[src/rtl/sec_b2a_pkg.sv]
// Shared types and sizing helpers for the serial masked Boolean-to-arithmetic converter.
package sec_b2a_pkg;

    typedef enum logic [2:0] {
        ST_IDLE,
        ST_ADD,
        ST_REFRESH,
        ST_FOLD,
        ST_DONE
    } state_t;

    // Random bits consumed by one ISW AND over n shares.
    function automatic int and_rand(input int n);
        return n * (n - 1) / 2;
    endfunction

    // Random bits consumed by one ADD step: two ISW ANDs per digit bit.
    function automatic int step_rand(input int n, input int digit);
        return digit * n * (n - 1);
    endfunction

    // Accept edge to o_valid rise, with randomness never stalled.
    function automatic int latency(input int n, input int k, input int digit);
        return (n - 1) * k / digit + 3;
    endfunction

    localparam int AND_RAND  = and_rand(3);
    localparam int STEP_RAND = step_rand(3, 1);

endpackage

[src/rtl/sec_digit_add.sv]
// Combinational masked DIGIT-bit ripple-carry step over N_SHARES Boolean shares.
// Share i of every slice occupies bits [i*DIGIT +: DIGIT]; carry share i is bit i.
module sec_digit_add
    import sec_b2a_pkg::*;
#(
    parameter int N_SHARES = 3,
    parameter int DIGIT    = 1,
    localparam int AND_R   = and_rand(N_SHARES),
    localparam int STEP_R  = step_rand(N_SHARES, DIGIT)
) (
    input  logic [N_SHARES*DIGIT-1:0] s_slice,
    input  logic [N_SHARES*DIGIT-1:0] t_slice,
    input  logic [N_SHARES-1:0]       c_in,
    input  logic [STEP_R-1:0]         rnd,
    output logic [N_SHARES*DIGIT-1:0] sum_slice,
    output logic [N_SHARES-1:0]       c_out
);

    logic [N_SHARES-1:0] carry;
    logic [N_SHARES-1:0] s_bit;
    logic [N_SHARES-1:0] t_bit;
    logic [N_SHARES-1:0] st_bit;

    // ISW multiplication: each pair (i,j) shares one random bit, so the XOR of the
    // result shares equals (XOR of a) & (XOR of b) without ever recombining a or b.
    function automatic logic [N_SHARES-1:0] isw_and(
        input logic [N_SHARES-1:0] a,
        input logic [N_SHARES-1:0] b,
        input logic [AND_R-1:0]    r
    );
        logic [N_SHARES-1:0] z;
        int k;
        z = a & b;
        k = 0;
        for (int i = 0; i < N_SHARES; i++) begin
            for (int j = i + 1; j < N_SHARES; j++) begin
                z[i] = z[i] ^ r[k];
                z[j] = z[j] ^ r[k] ^ (a[i] & b[j]) ^ (a[j] & b[i]);
                k++;
            end
        end
        return z;
    endfunction

    // Ripple LSB-first: sum = s^t^c, carry = (s&t) ^ (c&(s^t)), two fresh AND randomness blocks per bit.
    always_comb begin
        // NOTE: every variable gets a value before any branch or loop so no latch is inferred.
        carry     = c_in;
        sum_slice = '0;
        s_bit     = '0;
        t_bit     = '0;
        st_bit    = '0;
        for (int b = 0; b < DIGIT; b++) begin
            for (int i = 0; i < N_SHARES; i++) begin
                s_bit[i] = s_slice[i*DIGIT + b];
                t_bit[i] = t_slice[i*DIGIT + b];
            end
            st_bit = s_bit ^ t_bit;
            for (int i = 0; i < N_SHARES; i++) begin
                sum_slice[i*DIGIT + b] = st_bit[i] ^ carry[i];
            end
            carry = isw_and(s_bit, t_bit, rnd[(2*b)*AND_R +: AND_R])
                  ^ isw_and(carry, st_bit, rnd[(2*b+1)*AND_R +: AND_R]);
        end
        c_out = carry;
    end

endmodule

[src/rtl/sec_b2a_serial.sv]
// Serial masked Boolean-to-arithmetic converter. Subtracts each random arithmetic
// share A_p from the Boolean-masked word with one time-multiplexed masked adder,
// then refreshes and folds the Boolean remainder into the last arithmetic share.
module sec_b2a_serial
    import sec_b2a_pkg::*;
#(
    parameter int K_WIDTH  = 32,
    parameter int N_SHARES = 3,
    parameter int DIGIT    = 1,
    parameter int RAND_W   = K_WIDTH * (N_SHARES - 1)
) (
    input  logic                          clk_i,
    input  logic                          rst_i,
    input  logic                          i_valid,
    output logic                          o_ready,
    input  logic [K_WIDTH*N_SHARES-1:0]   i_b,
    input  logic                          i_rvld,
    input  logic [RAND_W-1:0]             i_n,
    output logic                          o_rreq,
    output logic                          o_valid,
    input  logic                          i_ready,
    output logic [K_WIDTH*N_SHARES-1:0]   o_a
);

    localparam int N      = N_SHARES;
    localparam int K      = K_WIDTH;
    localparam int ND     = K / DIGIT;
    localparam int STEP_R = step_rand(N, DIGIT);
    localparam int PW     = $clog2(N);
    localparam int DW     = $clog2(ND);

    state_t              state;
    logic [K*N-1:0]      s_q;
    logic [K*(N-1)-1:0]  a_q;
    logic [N-1:0]        c_q;
    logic [PW-1:0]       p_q;
    logic [DW-1:0]       d_q;

    logic [K-1:0]        t_word;
    logic [N*DIGIT-1:0]  s_slice;
    logic [N*DIGIT-1:0]  t_slice;
    logic [N*DIGIT-1:0]  sum_slice;
    logic [N-1:0]        c_next;
    logic [K*N-1:0]      s_add;
    logic [K*N-1:0]      s_ref;
    logic [K-1:0]        r_acc;
    logic [K-1:0]        fold_acc;

    assign o_ready = (state == ST_IDLE);
    assign o_rreq  = (state == ST_IDLE) || (state == ST_ADD) || (state == ST_REFRESH);

    // Select the current digit of every S share and of the trivially shared operand -A_p.
    always_comb begin
        t_word  = -a_q[p_q*K +: K];
        s_slice = '0;
        t_slice = '0;
        for (int i = 0; i < N; i++) begin
            s_slice[i*DIGIT +: DIGIT] = s_q[i*K + d_q*DIGIT +: DIGIT];
        end
        t_slice[0 +: DIGIT] = t_word[d_q*DIGIT +: DIGIT];
    end

    sec_digit_add #(
        .N_SHARES (N),
        .DIGIT    (DIGIT)
    ) u_digit_add (
        .s_slice   (s_slice),
        .t_slice   (t_slice),
        .c_in      (c_q),
        .rnd       (i_n[STEP_R-1:0]),
        .sum_slice (sum_slice),
        .c_out     (c_next)
    );

    // Next S after an ADD step (digit written back in place) and after a REFRESH.
    always_comb begin
        s_add = s_q;
        for (int i = 0; i < N; i++) begin
            s_add[i*K + d_q*DIGIT +: DIGIT] = sum_slice[i*DIGIT +: DIGIT];
        end
        s_ref = s_q;
        r_acc = '0;
        for (int i = 0; i < N - 1; i++) begin
            s_ref[i*K +: K] = s_q[i*K +: K] ^ i_n[i*K +: K];
            r_acc           = r_acc ^ i_n[i*K +: K];
        end
        s_ref[(N-1)*K +: K] = s_q[(N-1)*K +: K] ^ r_acc;
    end

    // Recombine the Boolean remainder for the last arithmetic share.
    always_comb begin
        fold_acc = '0;
        for (int i = 0; i < N; i++) begin
            fold_acc = fold_acc ^ s_q[i*K +: K];
        end
    end

    // Control FSM and datapath registers; ADD and REFRESH hold everything while i_rvld is low.
    always_ff @(posedge clk_i) begin
        if (rst_i) begin
            // NOTE: share registers are cleared too, so an aborted job leaves no share material behind.
            state   <= ST_IDLE;
            s_q     <= '0;
            a_q     <= '0;
            c_q     <= '0;
            p_q     <= '0;
            d_q     <= '0;
            o_valid <= 1'b0;
            o_a     <= '0;
        end else begin
            // NOTE: registered state uses non-blocking assignments so every read sees the pre-edge value.
            case (state)
                ST_IDLE: begin
                    if (i_valid && i_rvld) begin
                        s_q   <= i_b;
                        a_q   <= i_n[K*(N-1)-1:0];
                        c_q   <= '0;
                        p_q   <= '0;
                        d_q   <= '0;
                        state <= ST_ADD;
                    end
                end
                ST_ADD: begin
                    if (i_rvld) begin
                        s_q <= s_add;
                        if (d_q == DW'(ND - 1)) begin
                            // Carry out of the MSB is dropped: arithmetic is mod 2^K.
                            d_q <= '0;
                            c_q <= '0;
                            p_q <= p_q + 1'b1;
                            if (p_q == PW'(N - 2)) begin
                                state <= ST_REFRESH;
                            end
                        end else begin
                            d_q <= d_q + 1'b1;
                            c_q <= c_next;
                        end
                    end
                end
                ST_REFRESH: begin
                    if (i_rvld) begin
                        s_q   <= s_ref;
                        state <= ST_FOLD;
                    end
                end
                ST_FOLD: begin
                    o_a   <= {fold_acc, a_q};
                    state <= ST_DONE;
                end
                ST_DONE: begin
                    if (!o_valid) begin
                        o_valid <= 1'b1;
                    end else if (i_ready) begin
                        o_valid <= 1'b0;
                        state   <= ST_IDLE;
                    end
                end
                default: state <= ST_IDLE;
            endcase
        end
    end

endmodule

[config.mk]
export PLATFORM = sky130hd
export DESIGN_NAME = sec_b2a_serial
export DESIGN_NICKNAME = d
export VERILOG_FILES = /design/src/rtl/sec_b2a_pkg.sv /design/src/rtl/sec_digit_add.sv /design/src/rtl/sec_b2a_serial.sv
export SDC_FILE = /design/constraint.sdc
export NUM_CORES = 1
export LEC_CHECK = 0
export ABC_AREA = 1
export BUFFER_PORTS_ARGS = -buffer_cell sky130_fd_sc_hd__buf_4
export CAP_MARGIN = 0
export CORE_UTILIZATION = 50
export DETAILED_ROUTE_END_ITERATION = 7
export MAX_ROUTING_LAYER = met4
export PLACE_DENSITY = 0.71
export SLEW_MARGIN = 20
export SYNTH_ARGS = -nofsm -noshare
export SYNTH_HDL_FRONTEND = slang
export SYNTH_SLANG_ARGS = --single-unit
[constraint.sdc]
create_clock -name clk_i -period 9.1 [get_ports clk_i]
set_input_delay 1.82 -clock clk_i [delete_from_list [all_inputs] [get_ports clk_i]]
set_output_delay 1.82 -clock clk_i [all_outputs]
set_load 0.03 [all_outputs]
==> impl_metrics.py, run 1 <==
metrics = {
    "logic_synthesis": {
        "synthMuxAreaShare": 0.00166,
        "syn_avg_cell_area_um2": 6.59,
        "synth_area_um2": 18100,
        "synthCells": 2744,
        "synth_compound_area_frac": 0.257,
        "synth_cell_type_count": 50,
        "synth_nets": 2923,
        "yosys.area_share.simple": 0.255,
        "synthAdderAreaFrac": 0.00969,
        "async_reset_ff_frac": 0,
        "synth_xor_area_frac": 0.0773,
        "ys_ff_latch": 270,
        "ys.flop_type": "dfxtp_1",
        "synth_top_family_by_area": "compound AO/OA/AOI/OAI gates",
        "synth_edf_count": 0,
        "synth_seq_area_share": 0.299,
        "yosysWarnings": 0,
    },
    "timing": {
        "fin_skew_ps": 32.4,
        "setup_viol": 0,
        "slew_headroom": 0.319,
        "timing.fmax_mhz": 199,
        "fin_crit_ps": 5030,
        "worstMarginPinSlew_ps": 1020,
        "period_share": 0.553,
        "worst_slack_ps": 4070,
        "hold_viol_final": 0,
        "finalSetupTns_ps": 0,
        "rsz0062_at_grt": "false",
        "drv_slew": 0,
    },
    "clock_tree": {
        "post-cts-setup-buffers": 0,
        "numCtsBuffers": 31,
        "cts_root_buf": "clkbuf_16",
        "cts_tree": "done",
        "htree_num_levels": 1,
        "clkTransAtPathRegs_ps": 60,
        "cts-hold-fix-buffers": 0,
        "cts-resized-gates": 0,
        "clock_latency_ps": 620,
        "clockBufferDepth": 3,
        "cts_sinks": 270,
    },
    "grt": {
        "grt_max_degree": 125,
        "grt_pass1_vias": 18556,
        "grt_pass1_wl_um": 113000,
        "grt_usage": 0.419,
        "antenna_found_initial": 6,
        "grt-ovfl-total": 0,
    },
    "placed_design": {
        "postPlaceCellArea_um2": 20000,
        "place.port_buffers": 263,
        "place.gp.congestion": 1.05,
        "place_ws_ps": 4110,
        "dp_hpwl_um": 56400,
    },
    "die": {
        "ios": 264,
        "start_util": 0.508,
        "die_w_um": 192,
        "die_h_um": 192,
        "die_area_um2": 36900,
        "fp.coreArea_um2": 35600,
        "rows": 69,
    },
    "setup_path": {
        "critical_path.max_stage_delay_ps": 820,
        "critPathMaxFanout": 48,
        "worstSetupPathType": "reg2reg",
        "crit_path_end_kind": "flop",
        "cp-start-kind": "flop",
        "arrival_ps": 5500,
        "worst_path_most_repeated_cell": "nor2_1",
        "cp.required_ps": 9570,
        "cp_cell_sequence": "inv_2 > buf_4 > ha_1 > nand2_1 > nor2_1 > ha_2 > buf_4 > inv_1 > nor2_1 > inv_1 > nor2_1 > inv_1 > nor2_1 > nand2_1 > a31oi_1 > a31oi_1",
        "crit_slowest_cell": "dfxtp_2",
    },
    "routing": {
        "drc_errors": 0,
        "dr.pass1.iters": 6,
        "drtAntennaViolNets": 0,
        "wl_per_cell_um": 22.8,
        "wirelength_um": 76800,
        "viasPerCell": 6.09,
        "num_vias": 20512,
        "drt-initial-drc-count": 2365,
    },
    "power": {
        "p_leak_nw": 8.79,
        "p_per_area_nw_per_um2": 309,
        "vdd_drop_max_mv": 0.248,
        "p_total_mw": 6.49,
    },
    "flow_run": {
        "drv_cap": 0,
    },
    "final_layout": {
        "finish.instance_area_um2": 21000,
        "fin_nets": 3056,
        "finalCoreUtilization": 0.591,
        "drive_above_1_share": 0.160,
        "syn_to_final_growth_pct": 16.3,
    },
    "worst_hold_path": {
        "hp-class": "reg2reg",
    },
    "outcome": {
        "status": "completed",
    },
}
placed cells by master (no fill, tap or decap), drive strengths merged:
master      n
mux2i       3
a21oi     225
ha         14
inv       255
a22o        2
xnor3       1
and2        1
nor2      264
diode       6
xnor2      73
buf       284
o21ai     409
clkinvlp    1
clkbuf     45
xor2       84
o311ai      3
nand3     143
nand2     501
o22ai      10
dfxtp     270
nand3b     10
or2        48
o211ai     34
a211oi      5
a32oi      13
a221oi      2
bufinv      1
nor3       39
a31oi      56
a22oi       2
nand4      16
a41oi      62
o221ai      2
nor4       12
clkinv      9
worst max-delay path, delay by kind of cell (launching register included):
kind | cells | cell delay (ps)
compound gates | 2 | 300
fa+ha+maj | 2 | 650
flops | 1 | 820
buf+inv | 6 | 2130
simple gates | 6 | 940
area by class of cell:
type,count,area (um2)
clock buffer,45,908
antenna,6,15.0
fill,3453,14500
multi-input combinational,2034,10900
sequential,270,5410
clock inverter,10,100
timing repair buffer,284,2140
inverter,256,971
tap,461,577
synth_stat cells (47+ instances only):
| cell type | n | share of area |
|---|---|---|
| a21oi_1 | 222 | 0.061 |
| a31oi_1 | 56 | 0.019 |
| a41oi_1 | 62 | 0.030 |
| clkbuf_1 | 135 | 0.028 |
| dfxtp_1 | 270 | 0.30 |
| inv_1 | 243 | 0.050 |
| nand2_1 | 486 | 0.10 |
| nand3_1 | 124 | 0.034 |
| nor2_1 | 238 | 0.049 |
| o21ai_0 | 390 | 0.11 |
| or2_2 | 47 | 0.016 |
| xnor2_1 | 73 | 0.035 |
| xor2_1 | 84 | 0.041 |
logic make-up (layout without fill, tap and decap cells):
logic type               Yosys count  in the layout
AO/OA/AOI/OAI                    825            825
XOR/XNOR                         158            158
adder cells (fa/ha/maj)           14             14
buffers and inverters            440            595
flip-flops                       270            270
multiplexers                       3              3
other                              0              6
AND/OR/NAND/NOR                 1034           1034
through the flow:
step / hold WS, ps / cells
floorplan: 444 / 2744
global placement: 466 / 3305
detailed placement: 472 / 3305
CTS: 482 / 3360
global route: 501 / 3363
finish: 478 / 3366
registers in the layout (all words and copies together) (netlist names):
name     count
a_q         64
p_q          2
c_q          3
s_q         96
o_valid      1
state        3
o_a         96
d_q          5
final timing paths:
kind	start	to	slack [ps]	cells past startpoint
hold / removal	a_q[0]$_SDFFE_PP0P_	a_q[0]$_SDFFE_PP0P_	480	2
setup / recovery	d_q[0]$_SDFFE_PP0P_	s_q[69]$_SDFFE_PP0P_	4070	16
setup reg to reg	d_q[0]$_SDFFE_PP0P_	s_q[69]$_SDFFE_PP0P_	4070	16
hold reg to reg	a_q[0]$_SDFFE_PP0P_	a_q[0]$_SDFFE_PP0P_	480	2
layer usage:
layer  routed length [um]  global-route usage
met1                31500               0.540
met2                33100               0.621
met3                 7910              0.0851
met4                 4220               0.203
met5                    0                   -
where the power goes:
part           internal (mW)  switching (mW)  leakage, nW  total, mW
Sequential              1.50           0.357         2.21       1.86
Clock                  0.719           0.550        0.499       1.27
Combinational           1.04            2.32         6.08       3.36
Power figures use the tool's default switching activity.
==> inputs of run 2 (changes only) <==
--- a/config.mk
+++ b/config.mk
@@ -5,13 +5,13 @@
 export SDC_FILE = /design/constraint.sdc
 export NUM_CORES = 1
 export LEC_CHECK = 0
-export ABC_AREA = 1
+export ABC_AREA = 0
 export BUFFER_PORTS_ARGS = -buffer_cell sky130_fd_sc_hd__buf_4
 export CAP_MARGIN = 0
 export CORE_UTILIZATION = 50
 export DETAILED_ROUTE_END_ITERATION = 7
 export MAX_ROUTING_LAYER = met4
-export PLACE_DENSITY = 0.71
+export PLACE_DENSITY = 0.72
 export SLEW_MARGIN = 20
 export SYNTH_ARGS = -nofsm -noshare
 export SYNTH_HDL_FRONTEND = slang
==> constraint.sdc (replaced) <==
create_clock -name clk_i -period 5.1 [get_ports clk_i]
set_input_delay 1.02 -clock clk_i [delete_from_list [all_inputs] [get_ports clk_i]]
set_output_delay 1.02 -clock clk_i [all_outputs]
set_load 0.03 [all_outputs]
==> impl_metrics.py, run 2 <==
metrics = {
    "logic_synthesis": {
        "synth_edf_count": 0,
        "synth.most_common_cell": "nand2_1",
        "synth_xor_area_frac": 0.112,
        "async_reset_ff_frac": 0,
        "yosysTopAreaCell": "dfxtp_1",
        "syn_avg_cell_area_um2": 7.83,
        "synth_top_family_by_area": "compound AO/OA/AOI/OAI gates",
        "synthAdderAreaFrac": 0.0103,
        "synth_compound_area_frac": 0.211,
        "synth_seq_area_share": 0.317,
        "synthCells": 2176,
        "synth_area_um2": 17000,
        "yosys.area_share.simple": 0.210,
        "synth_area_leaders": "dfxtp_1 (32%), nand2_1 (9.2%), xnor2_1 (7.5%)",
        "synth_nets": 2355,
        "synth_common_cells": "nand2_1 (418), dfxtp_1 (270), a21oi_1 (239), nor2_1 (227), xnor2_1 (146)",
        "ys.flop_type": "dfxtp_1",
        "synth_top_area_frac": 0.317,
        "ys_ff_latch": 270,
        "synthMuxAreaShare": 0.0970,
        "synth_cell_type_count": 73,
        "yosysWarnings": 0,
    },
    "final_layout": {
        "layout_common_cells": "nand2_1 (418), buf_4 (329), dfxtp_1 (267), a21oi_1 (239), nor2_1 (225)",
        "fin_nets": 2551,
        "drive_above_1_share": 0.206,
        "final_common_cell": "nand2_1",
        "largestRegisters": "o_a (96), s_q (96), a_q (64)",
        "syn_to_final_growth_pct": 21.4,
    },
    "clock_tree": {
        "htree_num_levels": 1,
        "cts-hold-fix-buffers": 0,
        "clock_latency_ps": 590,
        "clkTransAtPathRegs_ps": 60,
        "cts_tree": "done",
        "numCtsBuffers": 31,
        "clockBufferDepth": 3,
        "cts_root_buf": "clkbuf_16",
        "cts_sinks": 270,
    },
    "timing": {
        "rsz0062_at_grt": "false",
        "timing.fmax_mhz": 208,
        "hold_viol_final": 0,
        "worstMarginPinSlew_ps": 1190,
        "finalSetupTns_ps": 0,
        "slew_headroom": 0.204,
        "fin_skew_ps": 29.8,
        "period_share": 0.945,
        "fin_crit_ps": 4820,
        "drv_slew": 0,
        "setup_viol": 0,
    },
    "die": {
        "ios": 264,
        "die_h_um": 187,
        "start_util": 0.508,
        "fp.coreArea_um2": 33500,
        "die_area_um2": 34800,
        "die_w_um": 187,
        "rows": 67,
    },
    "setup_path": {
        "cp_cell_sequence": "buf_12 > mux2i_1 > a21oi_1 > nor4_4 > nand4_2 > nor3_1 > and4b_1 > nor4_2 > o211a_1 > a21oi_1 > ha_1 > ha_1 > nor3b_2 > buf_4 > nor4_1 > or3_1 > a211oi_1",
        "critical_path.max_stage_delay_ps": 440,
        "rr_startpoint": "p_q[0]$_SDFFE_PP0P_",
        "reg2regPathDepth": 17,
        "rr_endpoint": "s_q[13]$_SDFFE_PP0P_",
        "crit_family": "simple AND/OR/NAND/NOR gates",
        "arrival_ps": 5320,
        "worst-path-buf-inv": 2,
        "cp.required_ps": 5600,
        "cp-start-kind": "flop",
        "critPathMaxFanout": 30,
        "crit_slowest_cell": "nor4_4",
        "r2r_setup_slack_ps": 280,
        "crit_path_end_kind": "flop",
        "worstSetupPathType": "reg2reg",
    },
    "routing": {
        "num_vias": 18232,
        "viasPerCell": 6.41,
        "wirelength_um": 72600,
        "drtAntennaViolNets": 0,
        "drc_errors": 0,
        "drt-initial-drc-count": 2362,
        "dr.pass1.iters": 8,
        "wl_per_cell_um": 25.5,
    },
    "grt": {
        "grt_pass1_vias": 16740,
        "grt-ovfl-total": 0,
        "grt_util_met3": 0.0846,
        "grt_max_degree": 95,
        "busiest_layer": "met2",
        "grtUsageMet2": 0.590,
        "grt_pass1_wl_um": 108000,
        "antenna_found_initial": 0,
        "grt_usage": 0.417,
        "grt.met1_usage": 0.568,
    },
    "placed_design": {
        "dp_hpwl_um": 53800,
        "place.port_buffers": 263,
        "place.gp.congestion": 1.04,
    },
    "power": {
        "p_total_mw": 6.05,
        "p_per_area_nw_per_um2": 292,
        "vdd_drop_max_mv": 0.344,
        "p_leak_nw": 7.69,
    },
    "worst_hold_path": {
        "hp-class": "reg2reg",
        "hold_end": "o_a[90]$_SDFFE_PP0P_",
        "min_from": "o_a[90]$_SDFFE_PP0P_",
        "min_path_cells": 2,
    },
    "flow_run": {
        "drv_cap": 0,
    },
    "outcome": {
        "status": "completed",
    },
}
-- run 2: changes by cell type in the layout (fill, tap and decap cells not counted), sizes merged, moves of 36 or more --
cell	change
a31oi	-53
a41oi	-61
buf	+48
inv	-248
mux2	+36
mux2i	+52
nand2	-83
nand3	-104
nor2	-37
o21ai	-348
or2	-39
xnor2	+73
-- run 2: cells by family (layout without fill, tap and decap cells) --
logic type | count (synthesis) | after routing
muxes | 122 | 122
buffers and inverters | 177 | 397
DFF | 270 | 270
xor gates and xnor gates | 218 | 218
other | 0 | 1
AOI/OAI and AO/OA | 543 | 543
and+or+nand+nor | 832 | 832
adders and majority gates | 14 | 14
-- run 2: worst max-delay path by stage --
stage,endpoint,start,depth (start not counted),slack [ps]
3_5_place_dp,s_q[16]$_SDFFE_PP0P_,p_q[1]$_SDFFE_PP0P_,16,150
3_3_place_gp,s_q[16]$_SDFFE_PP0P_,p_q[1]$_SDFFE_PP0P_,16,270
6_report,s_q[13]$_SDFFE_PP0P_,p_q[0]$_SDFFE_PP0P_,17,280
2_1_floorplan,s_q[16]$_SDFFE_PP0P_,p_q[0]$_SDFFE_PP0P_,25,10
4_1_cts,s_q[16]$_SDFFE_PP0P_,p_q[1]$_SDFFE_PP0P_,16,140
5_1_grt,s_q[13]$_SDFFE_PP0P_,p_q[0]$_SDFFE_PP0P_,17,8
-- run 2: power breakdown --
group / total [mW] / switching (mW) / internal (mW) / leakage [nW]
Clock: 2.51 / 0.970 / 1.54 / 0.559
Sequential: 2.36 / 0.160 / 2.20 / 2.20
Combinational: 1.18 / 0.683 / 0.502 / 4.93
Total: 6.05 / 1.81 / 4.24 / 7.69
-- run 2: what timing repair did --
action | 4_1_cts | 5_1_grt
gates resized for setup | 0 | 5
setup buffers | 0 | 0
endpoints found under the setup margin | 0 | 31
-- run 2: per-stage QoR --
stage	setup WS (ps)	util	area [um2]	hold WS (ps)	instances
floorplan	10.1	-	17100	442	2176
global placement	271	0.582	19500	438	2787
detailed placement	146	0.582	19500	445	2787
CTS	138	0.616	20700	453	2844
global route	7.50	0.617	20700	471	2844
finish	281	0.617	20700	452	2845
-- run 2: layout make-up --
type | instances | area (um2)
sequential | 270 | 5410
timing repair buffer | 333 | 2540
tap | 448 | 561
antenna | 1 | 2.50
fill | 3085 | 12800
multi-input combinational | 1729 | 11000
inverter | 7 | 26.3
clock buffer | 40 | 860
clock inverter | 17 | 278
-- run 2: worst min-delay path: stages (launching register included) --
cell and delay [ps]:
dfxtp_1 310, nand2_1 50, a21oi_1 50
-- run 2: metal layers --
layer	routed length (um)	vias to the layer above
li1	-	8166
met2	30400	1125
met1	30500	8761
met5	0	-
met3	8130	180
met4	3590	0
